File: src/rtl/conv_burst_pkg.sv
// Shared types, widths and helpers for the convolution burst read master.
package conv_burst_pkg;

    typedef enum logic [1:0] {
        IDLE  = 2'd0,
        ISSUE = 2'd1,
        DRAIN = 2'd2
    } state_e;

    localparam int FIFO_DEPTH_DEFAULT = 32;
    localparam int FIFO_CNT_W         = $clog2(FIFO_DEPTH_DEFAULT) + 1;

    function automatic int unsigned min_burst(input int unsigned remaining,
                                              input int unsigned max_burst);
        return (remaining < max_burst) ? remaining : max_burst;
    endfunction

endpackage

File: src/rtl/sync_fifo.sv
// Single-clock FIFO with a show-ahead head word and an occupancy count.
module sync_fifo
    import conv_burst_pkg::*;
#(
    parameter int WIDTH = 16,
    parameter int DEPTH = FIFO_DEPTH_DEFAULT,
    parameter int CNT_W = FIFO_CNT_W
) (
    input  logic             clk,
    input  logic             rst_n,
    input  logic             push,
    input  logic [WIDTH-1:0] din,
    input  logic             pop,
    output logic [WIDTH-1:0] dout,
    output logic             empty,
    output logic [CNT_W-1:0] count
);
    localparam int AW = $clog2(DEPTH);

    logic [WIDTH-1:0] mem_q [DEPTH];
    logic [AW-1:0]    wr_ptr_q, wr_ptr_d;
    logic [AW-1:0]    rd_ptr_q, rd_ptr_d;
    logic [CNT_W-1:0] count_q, count_d;

    always_comb begin
        wr_ptr_d = wr_ptr_q + AW'(push);
        rd_ptr_d = rd_ptr_q + AW'(pop);
        count_d  = count_q;
        if (push && !pop) begin
            count_d = count_q + CNT_W'(1);
        end else if (pop && !push) begin
            count_d = count_q - CNT_W'(1);
        end
    end

    always_ff @(posedge clk or negedge rst_n) begin
        if (!rst_n) begin
            wr_ptr_q <= '0;
            rd_ptr_q <= '0;
            count_q  <= '0;
        end else begin
            wr_ptr_q <= wr_ptr_d;
            rd_ptr_q <= rd_ptr_d;
            count_q  <= count_d;
        end
    end

    // Storage carries no reset; the pointers alone define what is valid.
    always_ff @(posedge clk) begin
        if (push) begin
            mem_q[wr_ptr_q] <= din;
        end
    end

    assign dout  = mem_q[rd_ptr_q];
    assign empty = (count_q == '0);
    assign count = count_q;

endmodule

File: src/rtl/conv_burst_read_master.sv
// Avalon-MM burst read initiator: splits a command into bursts, issues them
// under FIFO credit and streams the returned words out in order.
module conv_burst_read_master
    import conv_burst_pkg::*;
#(
    parameter int WIDTHA     = 10,
    parameter int WIDTHD     = 16,
    parameter int WIDTHB     = 8,
    parameter int MAX_BURST  = 16,
    parameter int FIFO_DEPTH = FIFO_DEPTH_DEFAULT
) (
    input  logic              clock,
    input  logic              clock_areset_n,
    input  logic              cmd_valid,
    output logic              cmd_ready,
    input  logic [WIDTHA-1:0] cmd_address,
    input  logic [WIDTHA:0]   cmd_length,
    output logic [WIDTHA-1:0] avm_address,
    output logic [WIDTHB-1:0] avm_burstcount,
    output logic              avm_read,
    input  logic              avm_waitrequest,
    input  logic [WIDTHD-1:0] avm_readdata,
    input  logic              avm_readdatavalid,
    output logic [WIDTHD-1:0] st_data,
    output logic              st_valid,
    input  logic              st_ready,
    output logic              busy,
    output logic              done
);
    localparam int CNT_W = $clog2(FIFO_DEPTH) + 1;
    localparam int RW    = WIDTHA + 1;

    state_e            state_q, state_d;
    logic [WIDTHA-1:0] addr_q, addr_d;
    logic [RW-1:0]     remaining_q, remaining_d;
    logic [CNT_W-1:0]  outstanding_q, outstanding_d;
    logic              avm_read_q, avm_read_d;
    logic [WIDTHA-1:0] avm_address_q, avm_address_d;
    logic [WIDTHB-1:0] avm_burstcount_q, avm_burstcount_d;
    logic              done_q, done_d;

    logic [CNT_W-1:0]  fifo_count, credit;
    logic              fifo_empty, push, pop, accept, credit_ok;
    logic [RW-1:0]     burst_src;
    logic [WIDTHB-1:0] burst;

    // Stray readdatavalid with nothing outstanding is dropped here.
    assign push      = avm_readdatavalid && (outstanding_q != '0);
    assign pop       = !fifo_empty && st_ready;
    assign accept    = avm_read_q && !avm_waitrequest;
    assign burst_src = (state_q == IDLE) ? cmd_length : remaining_q;
    assign burst     = WIDTHB'(min_burst(32'(burst_src), 32'(MAX_BURST)));
    assign credit    = CNT_W'(FIFO_DEPTH) - fifo_count - outstanding_q;
    assign credit_ok = (32'(credit) >= 32'(burst));

    always_comb begin
        state_d          = state_q;
        addr_d           = addr_q;
        remaining_d      = remaining_q;
        outstanding_d    = outstanding_q - CNT_W'(push);
        avm_read_d       = avm_read_q;
        avm_address_d    = avm_address_q;
        avm_burstcount_d = avm_burstcount_q;
        done_d           = 1'b0;
        if (accept) begin
            outstanding_d = outstanding_d + CNT_W'(avm_burstcount_q);
        end
        case (state_q)
            IDLE: begin
                if (cmd_valid) begin
                    addr_d      = cmd_address;
                    remaining_d = cmd_length;
                    if (cmd_length == '0) begin
                        done_d = 1'b1;
                    end else begin
                        state_d = ISSUE;
                        // Launch the first burst straight from the command.
                        if (credit_ok) begin
                            avm_read_d       = 1'b1;
                            avm_address_d    = cmd_address;
                            avm_burstcount_d = burst;
                        end
                    end
                end
            end
            ISSUE: begin
                if (avm_read_q) begin
                    if (!avm_waitrequest) begin
                        avm_read_d  = 1'b0;
                        addr_d      = addr_q + WIDTHA'(avm_burstcount_q);
                        remaining_d = remaining_q - RW'(avm_burstcount_q);
                        if (remaining_d == '0) begin
                            state_d = DRAIN;
                        end
                    end
                end else if (credit_ok) begin
                    avm_read_d       = 1'b1;
                    avm_address_d    = addr_q;
                    avm_burstcount_d = burst;
                end
            end
            DRAIN: begin
                // Finish on the cycle the last buffered word leaves.
                if (outstanding_q == '0 &&
                    (fifo_empty || (fifo_count == CNT_W'(1) && pop))) begin
                    done_d  = 1'b1;
                    state_d = IDLE;
                end
            end
            default: state_d = IDLE;
        endcase
    end

    always_ff @(posedge clock or negedge clock_areset_n) begin
        if (!clock_areset_n) begin
            state_q          <= IDLE;
            addr_q           <= '0;
            remaining_q      <= '0;
            outstanding_q    <= '0;
            avm_read_q       <= 1'b0;
            avm_address_q    <= '0;
            avm_burstcount_q <= '0;
            done_q           <= 1'b0;
        end else begin
            state_q          <= state_d;
            addr_q           <= addr_d;
            remaining_q      <= remaining_d;
            outstanding_q    <= outstanding_d;
            avm_read_q       <= avm_read_d;
            avm_address_q    <= avm_address_d;
            avm_burstcount_q <= avm_burstcount_d;
            done_q           <= done_d;
        end
    end

    sync_fifo #(
        .WIDTH (WIDTHD),
        .DEPTH (FIFO_DEPTH),
        .CNT_W (CNT_W)
    ) u_fifo (
        .clk   (clock),
        .rst_n (clock_areset_n),
        .push  (push),
        .din   (avm_readdata),
        .pop   (pop),
        .dout  (st_data),
        .empty (fifo_empty),
        .count (fifo_count)
    );

    assign cmd_ready      = (state_q == IDLE);
    assign busy           = (state_q != IDLE);
    assign avm_read       = avm_read_q;
    assign avm_address    = avm_address_q;
    assign avm_burstcount = avm_burstcount_q;
    assign st_valid       = !fifo_empty;
    assign done           = done_q;

endmodule

File: config.mk
export PLATFORM = sky130hd
export DESIGN_NAME = conv_burst_read_master
export DESIGN_NICKNAME = d
export VERILOG_FILES = /design/src/rtl/conv_burst_pkg.sv /design/src/rtl/sync_fifo.sv /design/src/rtl/conv_burst_read_master.sv
export SDC_FILE = /design/constraint.sdc
export NUM_CORES = 1
export LEC_CHECK = 0
export CORE_MARGIN = 2
export CORE_UTILIZATION = 50
export DETAILED_ROUTE_END_ITERATION = 12
export HOLD_SLACK_MARGIN = 0.06
export PLACE_DENSITY_LB_ADDON = 0.12
export SYNTH_ARGS = -nofsm -noshare
export SYNTH_HDL_FRONTEND = slang
export SYNTH_SLANG_ARGS = --single-unit
File: constraint.sdc
create_clock -name clock -period 4 [get_ports clock]
set_clock_uncertainty 0.2 [all_clocks]
set_input_delay 0.4 -clock clock [delete_from_list [all_inputs] [get_ports clock]]
set_output_delay 0.4 -clock clock [all_outputs]
set_load 0.005 [all_outputs]
# Yosys cells after proc, flatten, opt, wreduce, memory -nomap -nowiden

Memory sizes are Yosys's and may differ from the RTL's.
Index checks and enable logic that the tools add are counted.

Add/subtract/negate cells: 10
$mul: 0
Divide/modulo/power cells: 0
$lt $le $gt $ge: 2
Equal/unequal tests: 12
Shifts and indexed selects: 0
Multiplexer cells: 44
Bitwise logic cells: 0
Reductions and logical operators: 26

Operators by type and width:

| operator                                                              | number |
|---|---|
| 10-bit two-way mux                                                    | 8 |
| 11-bit two-way mux                                                    | 4 |
| 8-bit two-way mux                                                     | 5 |
| 10-bit case mux with 2 select lines                                   | 2 |
| 11-bit zero test                                                      | 2 |
| 11-bit case mux with 2 select lines                                   | 1 |
| 6-bit two-way mux                                                     | 3 |
| 2-bit != test, second input constant                                  | 8 |
| 8-bit case mux with 2 select lines                                    | 1 |
| 6-bit zero test                                                       | 2 |
| 2-bit two-way mux                                                     | 6 |
| 4-bit AND reduction                                                   | 3 |
| 6-bit AND reduction                                                   | 2 |
| 11-bit by 5-bit < comparator with 1-bit output, second input constant | 1 |
| 1-bit two-way mux                                                     | 11 |
| 11-bit by 8-bit subtractor with 11-bit output                         | 1 |
| 10-bit by 8-bit adder with 10-bit output                              | 1 |
| 5-bit by 1-bit adder with 5-bit output                                | 2 |
| 6-bit by 8-bit greater-or-equal comparator with 1-bit output          | 1 |
| 1-bit logical AND                                                     | 7 |
| 6-bit by 1-bit adder with 6-bit output, second input constant         | 1 |
| 6-bit adder                                                           | 1 |
| 6-bit by 1-bit == test with 1-bit output, second input constant       | 1 |
| 2-bit case mux with 3 select lines                                    | 1 |
| other kinds (13)                                                      | 19 |

Bits in registers: 65
Latch bits: 0
Memory bits (writable): 512
Bits in read-only memories: 0
Input bits: 43
Output and inout bits: 39
Logic and storage cells: 106
Memories kept: 1

Memories:

| memory       | words | bits a word | rd ports | clocked after memory_dff | write ports | RTL line        | RTL |
|---|---|---|---|---|---|---|---|
| u_fifo.mem_q | 32    | 16          | 1        | 0                        | 1           | sync_fifo.sv:20 | `logic [WIDTH-1:0] mem_q [DEPTH];` |

# Depth between registers and ports, before layout

Depth after elaboration: 9
Mapped depth: 15
Gate-level depth less buffers: 14

# Hierarchy

Synthesis repeated with hierarchy kept, for this count alone.

Cells, all modules: 1,419
Area total of the unflattened synthesis: 24,304.6 sq um

By module, submodules not included:

| module                 | times used | cells an instance | area each (sq um) | sequential area each (sq um) |
|---|---|---|---|---|
| sync_fifo              | 1          | 958               | 20,433.3          | 15,775.1 |
| conv_burst_read_master | 1          | 461               | 3,871.2           | 1,226.2 |

# Worst setup path after synthesis

OpenSTA, ideal clock, no wires.

Kind: register -> register
From: reg u_fifo.count_q[1], in the netlist u_fifo.count[1]
To: reg avm_address_q[6], in the netlist avm_address[6]
Setup time: 125 ps
Data arrival time: 2,934 ps
Data required time: 3,675 ps
Path slack: 741 ps
Stages on the path, launching flop included: 16
Path buffers: 1
Clock period less this slack: 3,259 ps
Path through: dfrtp_1 > ha_1 > inv_1 > ha_1 > inv_1 > fa_1 > inv_1 > a21o_1 > a21oi_1 > xnor2_1 > ha_1 > nand2_1 > o21ai_0 > nand3b_4 > buf_12 > mux2_4

Word-level cells in the longest chain between the ends: 5
Elaborated cells on any way between the ends: 6
Those cells by class: 2 x add/sub; 1 x order compare; 2 x eq/ne; 1 x reduce/logical

Ends and longest elaborated chain:

| item                                                                                       | RTL line                      | RTL |
|---|---|---|
| start, declared                                                                            | sync_fifo.sv:23               | `logic [CNT_W-1:0] count_q, count_d;` |
| start signal, assigned                                                                     | sync_fifo.sv:44               | `count_q <= count_d;` |
| 6-bit subtractor * (2 in series)                                                           | conv_burst_read_master.sv:53  | `assign credit = CNT_W'(FIFO_DEPTH) - fifo_count - outstanding_q;` |
| 6-bit by 8-bit greater-or-equal comparator with 1-bit output *                             | conv_burst_read_master.sv:54  | `assign credit_ok = (32'(credit) >= 32'(burst));` |
| 2-bit != test (no source line) or 2-bit by 1-bit != test with 1-bit output (tied branches) | n/a                           |  |
| 6-bit AND reduction (no source line) *                                                     | n/a                           |  |
| end signal, assigned                                                                       | conv_burst_read_master.sv:130 | `avm_address_q <= avm_address_d;` |
| end, declared                                                                              | conv_burst_read_master.sv:38  | `logic [WIDTHA-1:0] avm_address_q, avm_address_d;` |

Mark *: on every way between the ends. The rest lies on a longest branch, timed or not.
A chain may end at the register's enable or synchronous reset.

# Worst setup path after layout

From: reg u_fifo.rd_ptr_q[1]
To: out st_data[11]

Word-level cells in the longest chain between the ends: 1

Ends and longest elaborated chain:

| item                   | RTL line                     | RTL |
|---|---|---|
| start, declared        | sync_fifo.sv:22              | `logic [AW-1:0] rd_ptr_q, rd_ptr_d;` |
| start signal, assigned | sync_fifo.sv:43              | `rd_ptr_q <= rd_ptr_d;` |
| memory 32 x 16 bit     | n/a                          |  |
| end, declared          | conv_burst_read_master.sv:24 | `output logic [WIDTHD-1:0] st_data,` |

Every way passes these cells.

==> summary.md <==
| Metric | Value |
|---|---|
| CORE AREA | 47700 um^2 |
| Final WL | 54900 um |
| Starting Density | 50.7% |
| Slowest-stage cell, CP | clkdlybuf4s50_1 |
| CP max FO | 36 |
| Outcome | completed |
| Endpoints failing hold | 0 |
| Detailed-placement wirelength estimate | 33800 um |
| Maximum vdd ir drop | 528 uV |
| Internal cell power | 13.6 mW |
| IO Port Bufs | 81 |
| Cell variety after synth | 68 |
| Sw frac | 33.6% |
| Total track usage | 22.2% |
| Hold crit path type | primary input to flip-flop |
| Post-Layout Cell Count | 2269 |
| H-tree depth | 2 |
| Seq cells post-synth | 577 |
| Later-pin clock latency in the skew report | 0.61 ns |
| Routed via count | 13400 |
| Mapped Nets | 1551 |
| TNS Setup | 0 ns |
| Required time of the critical path | 3.40 ns |
| Worst path cell trace | buf_6, nand2_2, buf_12, o221ai_1, o21ai_0, a21oi_1, nand2_1, o21ai_1, clkdlybuf4s50_1 |
| CTS Buffer Depth | 3 |
| Layout cells sized above 1 | 17.9% |
| WL per Instance | 24.2 um |
| Num rows | 80 |
| TritonCTS buffer count | 59 |
| Initial antenna violation count | 3 |
| Slew HR | 13.9% |
| Pwr dens | 731 nW/um^2 |
| Final #Nets | 1697 |
| CTS clock-pin slew for the worst setup and hold paths | 0.06 ns |
| Routability Congestion | 0.799 |
| I/O pin count | 82 |
| Die width | 224 um |
| Post-synth EDFFs | 512 |
| First-pass GRT wire length | 82800 um |
| Cells after synthesis | 1458 |
| WP data arrival | 3.25 ns |
| Slew @ Worst Pin | 1.29 ns |
| Tcrit/Tclk final | 96.4% |
| # clock sinks | 577 |
| Top FF cell, synth | edfxtp_1 |
| Area occupied by multi-input gates | 6800 um^2 |
| Die area | 50200 um^2 |
| Register Area | 17000 um^2 |
| Worst Setup Path Type | flip-flop to output pin |
| Min Tclk post-route | 3.85 ns |
| Clock root buffer master | clkbuf_16 |
| Fillers | 3605 |
| Fmax | 0.259 GHz |
| Comb power frac | 37.5% |
| Unrepaired setup endpoints after global routing | no |
| Critical Path Max Stage Delay | 0.60 ns |
| DRT antenna net count | 0 |
| Crit start category | flip-flop |
| Post-Synthesis Cell Area | 24200 um^2 |
| Vias in the first global route | 13700 |
| # setup viols final | 0 |
| Initial DRC Count | 982 |
| Pins Over Slew Limit | 0 |
| Leak pwr | 9.83 nW |
| Syn_area_per_cell | 16.6 um^2 |
| DRC | 0 |
| Largest net degree at the start of global routing | 67 |
| Most frequent cells in the layout | edfxtp_1 (512), nand2_1 (118), mux2i_1 (102) |
| Synthesis Warnings | 0 |
| Hold Slack | 0.185 ns |
| Most common cell after layout, fill and taps aside | edfxtp_1 |
| Sequential power share | 37.1% |
| Clock network fraction of design power | 25.4% |
| TritonCTS clock tree | built |
| # Max-Cap Violations | 0 |
| Via density | 5.92 |
| Fraction of registers with async set/reset | 11.3% |
| Dpl cells | 2150 |
| Area Growth Syn to Fin | 15.8% |
| Util after Layout | 58.8% |
| Worst Setup End Kind | output pin |
| Pre-antenna DRT Iters | 7 |
| NetSw | 6.89 mW |
| Seq/Total Area, Yosys | 70.2% |
| Die height | 224 um |
| GRT overflow | 0 |
kinds of logic after synthesis:
logic type               Yosys count  synth area share [%]
flip-flops                       577                  70.2
AND/OR/NAND/NOR                  259                  4.99
XOR/XNOR                          36                  1.30
adder cells (fa/ha/maj)           50                  2.71
buffers and inverters            110                  2.03
AO/OA/AOI/OAI                    230                  6.44
multiplexers                     195                  12.3
other                              1                0.0155
power groups by stage:
stage | sequential, mW | clock (mW) | combinational [mW]
floorplan | 7.52 | 0 | 5.28
global placement | 7.71 | 0 | 7.56
detailed placement | 7.74 | 0 | 7.64
CTS | 7.62 | 5.32 | 7.68
global route | 7.67 | 5.57 | 8.41
finish | 7.61 | 5.22 | 7.70
Yosys cell counts (all sizes together) (5+ instances only):
| library cell | n | area [um^2] |
|---|---|---|
| a31oi | 8 | 50.1 |
| xnor2 | 22 | 193 |
| inv | 37 | 139 |
| a21o | 10 | 75.1 |
| mux4 | 80 | 1800 |
| mux2 | 12 | 146 |
| nand3b | 7 | 65.1 |
| nor3 | 10 | 61.3 |
| nor4 | 5 | 37.5 |
| nand2 | 119 | 447 |
| nand3 | 11 | 55.1 |
| nand2b | 9 | 63.8 |
| edfxtp | 512 | 15400 |
| xor2 | 14 | 123 |
| o21a | 7 | 52.6 |
| buf | 39 | 224 |
| clkbuf | 34 | 129 |
| o221ai | 64 | 561 |
| o22ai | 19 | 119 |
| nor2 | 69 | 259 |
| mux2i | 103 | 1040 |
| ha | 46 | 576 |
| a21oi | 42 | 214 |
| o21ai | 55 | 279 |
| and2 | 5 | 31.3 |
| dfrtp | 65 | 1630 |
sequential cells by signal, indices dropped and copies added (netlist names):
signal,cells
u_fifo.mem_q,512
remaining_q,11
addr_q,10
avm_address,10
avm_burstcount,8
outstanding_q,6
u_fifo.count,6
u_fifo.rd_ptr_q,5
u_fifo.wr_ptr_q,5
state_q,2
avm_read,1
done,1
worst max-delay path, delay by kind of cell (launching register included):
family | cells | cell delay, ns
and+or+nand+nor | 2 | 0.22
AOI/OAI and AO/OA | 4 | 0.93
DFF | 1 | 0.44
buffers and inverters | 3 | 1.02
path summary, 6_finish.rpt:
kind / from / endpoint / slack (ns) / depth (start not counted)
setup reg to reg: state_q[1]$_DFFE_PN0P_ / avm_address[2]$_DFFE_PN0P_ / 0.43 / 12
max in group asynchronous: clock_areset_n / avm_address[2]$_DFFE_PN0P_ / 2.36 / 3
min in group asynchronous: clock_areset_n / state_q[1]$_DFFE_PN0P_ / 0.28 / 2
hold / removal: cmd_length[4] / remaining_q[4]$_DFFE_PN0P_ / 0.19 / 3
hold reg to reg: avm_address[5]$_DFFE_PN0P_ / avm_address[5]$_DFFE_PN0P_ / 0.31 / 1
setup / recovery: u_fifo.rd_ptr_q[1]$_DFF_PN0_ / st_data[11] / 0.15 / 9
metal layers:
metal  part of all wire [%]  global-route usage, %  up-vias
met2                     51                   38.0      390
met5                      0                      0        -
li1                       -                      -     6057
met4                    2.0                   6.17        0
met3                    5.5                   3.55       71
met1                     42                   29.7     6914
timing repair:
action / in CTS / in global routing
endpoints found under the hold margin: 36 / 0
cloned: 0 / 1
buffers inserted: 0 / 6
hold buffers: 1 / 0
setup endpoints to repair: 2 / 11
gates resized for setup: 2 / 6
metrics by stage:
stage / cell area (um^2) / total power [mW] / setup WS, ns
after detailed placement: 26100 / 15.4 / 0.164
after floorplan: 24200 / 12.8 / 0.741
after global placement: 26100 / 15.3 / 0.173
after global routing: 28100 / 21.6 / 0.0215
after CTS: 28000 / 20.6 / 0.0104
final: 28100 / 20.5 / 0.146
area by class of cell:
| type | count | area share [%] |
|---|---|---|
| flip-flops and latches | 577 | 60.6 |
| diodes | 3 | 0.0268 |
| inverters | 37 | 0.495 |
| clock buffers | 76 | 5.64 |
| multi-input cells | 771 | 24.2 |
| clock inverters | 32 | 0.896 |
| well taps | 615 | 2.74 |
| repair buffers | 158 | 5.34 |
Note: power is estimated with default switching activity, not from simulation.
